**src/rtl/common.sv**
```systemverilog
// Shared scalar and instruction-bus types used by the front-end blocks.
package common;

  typedef logic [63:0] u64;
  typedef logic [31:0] u32;

  typedef struct packed {
    logic valid;
    u64   addr;
  } ibus_req_t;

  typedef struct packed {
    logic addr_ok;
    logic data_ok;
    u32   data;
  } ibus_resp_t;

endpackage

```
**src/rtl/fetch_ctrl.sv**
```systemverilog
// Instruction fetch controller: one outstanding bus request, redirect handling
// with squash of in-flight responses, and a registered one-entry output to decode.
module fetch_ctrl
  import common::*;
#(
  parameter u64 PCINIT = 64'h0000_0000_8000_0000
) (
  input  logic       clk,
  input  logic       reset,
  output ibus_req_t  ireq,
  input  ibus_resp_t iresp,
  input  logic       redirect_valid,
  input  u64         redirect_pc,
  input  logic       stall,
  output logic       out_valid,
  output u64         out_pc,
  output u32         out_raw_instr
);

  localparam logic [1:0] FETCH   = 2'd0;
  localparam logic [1:0] HOLD    = 2'd1;
  localparam logic [1:0] DISCARD = 2'd2;

  logic [1:0] state;
  u64         pc;
  u64         pending_pc;
  u64         pc_inc;
  logic       started;
  logic       unused_bits;

  // started keeps the request low while reset is held and for the reset-release cycle
  assign pc_inc      = pc + 64'd4;
  assign ireq.valid  = started && (state != HOLD);
  assign ireq.addr   = pc;
  assign unused_bits = iresp.addr_ok;

  always_ff @(posedge clk or posedge reset) begin
    if (reset) begin
      state         <= FETCH;
      pc            <= PCINIT;
      pending_pc    <= '0;
      started       <= 1'b0;
      out_valid     <= 1'b0;
      out_pc        <= '0;
      out_raw_instr <= '0;
    end else begin
      started <= 1'b1;
      case (state)
        FETCH: begin
          if (!started) begin
            // No request is outstanding yet, so a redirect just retargets the first fetch
            if (redirect_valid) pc <= redirect_pc;
          end else if (iresp.data_ok) begin
            if (redirect_valid) begin
              pc <= redirect_pc;
            end else begin
              out_valid     <= 1'b1;
              out_pc        <= pc;
              out_raw_instr <= iresp.data;
              pc            <= pc_inc;
              state         <= HOLD;
            end
          end else if (redirect_valid) begin
            pending_pc <= redirect_pc;
            state      <= DISCARD;
          end
        end
        DISCARD: begin
          if (iresp.data_ok) begin
            pc    <= redirect_valid ? redirect_pc : pending_pc;
            state <= FETCH;
          end else if (redirect_valid) begin
            pending_pc <= redirect_pc;
          end
        end
        HOLD: begin
          if (redirect_valid) begin
            out_valid <= 1'b0;
            pc        <= redirect_pc;
            state     <= FETCH;
          end else if (!stall) begin
            out_valid <= 1'b0;
            state     <= FETCH;
          end
        end
        default: state <= FETCH;
      endcase
    end
  end

endmodule

```
**config.mk**
```make
export PLATFORM = sky130hd
export DESIGN_NAME = fetch_ctrl
export DESIGN_NICKNAME = d
export VERILOG_FILES = /design/src/rtl/common.sv /design/src/rtl/fetch_ctrl.sv
export SDC_FILE = /design/constraint.sdc
export NUM_CORES = 1
export LEC_CHECK = 0
export BUFFER_PORTS_ARGS = -buffer_cell sky130_fd_sc_hd__buf_2
export CORE_MARGIN = 2
export CORE_UTILIZATION = 25
export CTS_CLUSTER_DIAMETER = 40
export DETAILED_ROUTE_END_ITERATION = 8
export PLACE_DENSITY = 0.48
export SLEW_MARGIN = 40
export SYNTH_ARGS = -nofsm -noshare
export SYNTH_HDL_FRONTEND = slang
export SYNTH_SLANG_ARGS = --single-unit
```
**constraint.sdc**
```tcl
create_clock -name clk -period 9.3 [get_ports clk]
set_input_delay 0.93 -clock clk [delete_from_list [all_inputs] [get_ports clk]]
set_output_delay 0.93 -clock clk [all_outputs]
set_load 0.1 [all_outputs]
```
==> impl_metrics.toml <==
[status]
outcome = "finished clean"

[worst_setup_path]
rrSetupSlack_ns = 5.83
reg2reg_depth = 9
cp_data_arrival_time_ns = 2.74
critPathCaptureType = "primary output"
cp_num_buf_inv = 3
regToRegEndpoint = "pc[54]"
path_max_fanout = 48
cp-endpoint = "ireq[64]"
critPathMaxStageDelay_ns = 0.62
cp_cell_sequence = "inv_1, ha_2, buf_4, nor2_1, buf_2"
cp_top_family = "buffers and inverters"
cp-startpoint = "state[1]"
path_depth = 5
slowest_stage = "buf_4"
required_ns = 8.37
critPathKind = "reg -> out"
r2r-start = "state[0]"
cp-start-kind = "flip-flop"

[clock_tree]
cts_tree = "done"
cts-root-buf = "clkbuf_16"
cts_max_path_buffers = 3
cts_resized = 0
numCtsBuffers = 54
hold_buffers = 0
path_clk_slew_ns = 0.05
clock-sinks = 228
htreeDepth = 2
clk_latency_ns = 0.61
postCtsSetupBuffers = 0

[route]
ant_nets = 0
vias = 11400
dr.first_iter.drc_count = 935
via_per_inst = 5.26
routed_wl_um = 48300
wl_per_cell_um = 22.3
drcViolationCount = 0
drt-pass1-iter-count = 6

[floorplanning]
die-height_um = 226
die_area_mm2 = 0.0510
rows = 81
initial_utilization_pct = 25.3
io_pins = 264
core_area_mm2 = 0.0487
die_w_um = 226

[yosys]
ys_ff_latch = 228
synth_mux_area_share_pct = 15.1
synth_cell_types = 75
synth_area_mm2 = 0.0123
synthAdderAreaFrac_pct = 0.508
yosys.area.top_type = "dfrtp_1"
synthFlopType = "dfrtp_1"
async_flop_share_pct = 100
synth-edff-count = 0
syn_inst = 1220
synth_simple_gate_area_share_pct = 14.1
synth_nets = 1327
avgSynthCellArea_um2 = 10.1
yosysSeqAreaShare_pct = 46.3
synth_top_area_share_pct = 46.1
synth_top_family_by_area = "compound AO/OA/AOI/OAI gates"
synth_most_common_cell = "dfrtp_1"
synthTopCellsByArea = "dfrtp_1, mux2_2, a21oi_1, o21ai_0, clkbuf_1"
synth-xor-area-share_pct = 0.427
synth_compound_area_share_pct = 19.5
yosys_warnings = 0
synth_common_cells = "dfrtp_1, mux2_2, a21oi_1, clkbuf_1, nand2_1"

[global_route]
grt_busiest_layer = "met2"
met1_usage_pct = 25.2
grtUsageMet3_pct = 4.92
grt_antenna_before_repair = 15
grt.overflow.total = 0
grt_max_degree = 101
track_usage_pct = 18.6
grt_util_met2_pct = 28.9
grt_pass1_wl_um = 72000
grt_pass1_vias = 11100

[placed_design]
numPortBuffers = 262
gp_congestion = 0.840
place_hpwl_um = 33000
place_inst = 2063

[timing]
min_period_over_period_pct = 39.4
min_period_ns = 3.67
hold_viol = 0
rsz0062_at_grt = "false"
skew_ns = 0.0280
finalSetupViolations = 0
slew_headroom_pct = 47.1
finalMaxSlewViolations = 0
worst_slew_pin_slew_ns = 0.794
max_freq_mhz = 273
fin_setup_tns_ns = 0

[final_layout]
nNetsFinal = 1562
drive_gt1_share_pct = 37.5
instances_no_fill = 2166
area_growth_pct = 32.9

[min_path]
hold_class = "in -> async"

[run]
drv_cap = 0
-- per-layer routing --
| layer | wire length (um) | up-vias |
|---|---|---|
| li1 | - | 5135 |
| met1 | 21400 | 5730 |
| met2 | 22000 | 418 |
| met3 | 3530 | 98 |
| met4 | 1300 | 20 |
| met5 | 127 | - |
-- through the flow --
step	cell area, um2	setup WS, ns	utilization [%]	hold slack (ns)
5_1_grt	16400	5.51	33.6	0.441
3_3_place_gp	14300	5.03	29.3	0.466
6_report	16400	5.63	33.6	0.410
4_1_cts	16300	5.60	33.5	0.480
2_1_floorplan	12300	2.12	-	0.475
3_5_place_dp	14300	5.34	29.4	0.469
-- layout by cell type, fill, tap and decap left out, types with 14 or more instances in the layout --
master,count
buf_2,261
buf_4,17
nor2_1,62
a22oi_1,37
a221oi_1,16
nand4_1,32
clkbuf_16,54
nor3_1,26
and4_1,17
a31oi_1,19
mux2_2,160
nand2_1,79
a21oi_1,80
a211oi_1,14
inv_1,22
o21ai_0,63
dfrtp_1,227
nand3_1,30
nor4_1,16
-- how the worst min path moves through the flow --
| stage | start | endpoint | slack (ns) | cells after the start |
|---|---|---|---|---|
| final | reset | out_raw_instr[31] | 0.41 | 2 |
| after global routing | reset | out_pc[9] | 0.44 | 2 |
| after CTS | out_pc[46] | out_pc[46] | 0.48 | 2 |
| after detailed placement | out_pc[46] | out_pc[46] | 0.47 | 2 |
| after global placement | out_pc[43] | out_pc[43] | 0.47 | 2 |
| after floorplan | pending_pc[31] | pending_pc[31] | 0.47 | 1 |
-- kinds of logic (layout without fill, tap and decap cells) --
logic type	count (synthesis)	count (layout)
xor+xnor	6	6
fa+ha+maj	5	5
other cells	1	5
simple gates	330	330
compound gates	357	357
flops	228	228
buf+inv	127	405
mux	166	166
-- flip-flops by register name (all words and copies together) (netlist names) --
name	cells
out_pc	64
pc	64
pending_pc	64
out_raw_instr	32
state	2
out_valid	1
started	1
-- worst register-to-register path, delay by kind of cell (launching register included) --
kind,cells,cell delay (ns)
compound gates,3,1.29
buf+inv,3,0.98
flops,1,0.42
simple gates,2,0.36
fa+ha+maj,1,0.30
-- cell type report --
type / count / area [um2]
flip-flops and latches: 228 / 5710
repair buffers: 282 / 1500
inverters: 24 / 103
multi-input cells: 865 / 6200
diodes: 4 / 10.0
clock buffers: 67 / 1470
fillers: 4983 / 32400
well taps: 664 / 831
clock inverters: 32 / 553
Power is not shown: default switching activity piles up to over one toggle a cycle in this logic, so the estimate is an artifact.
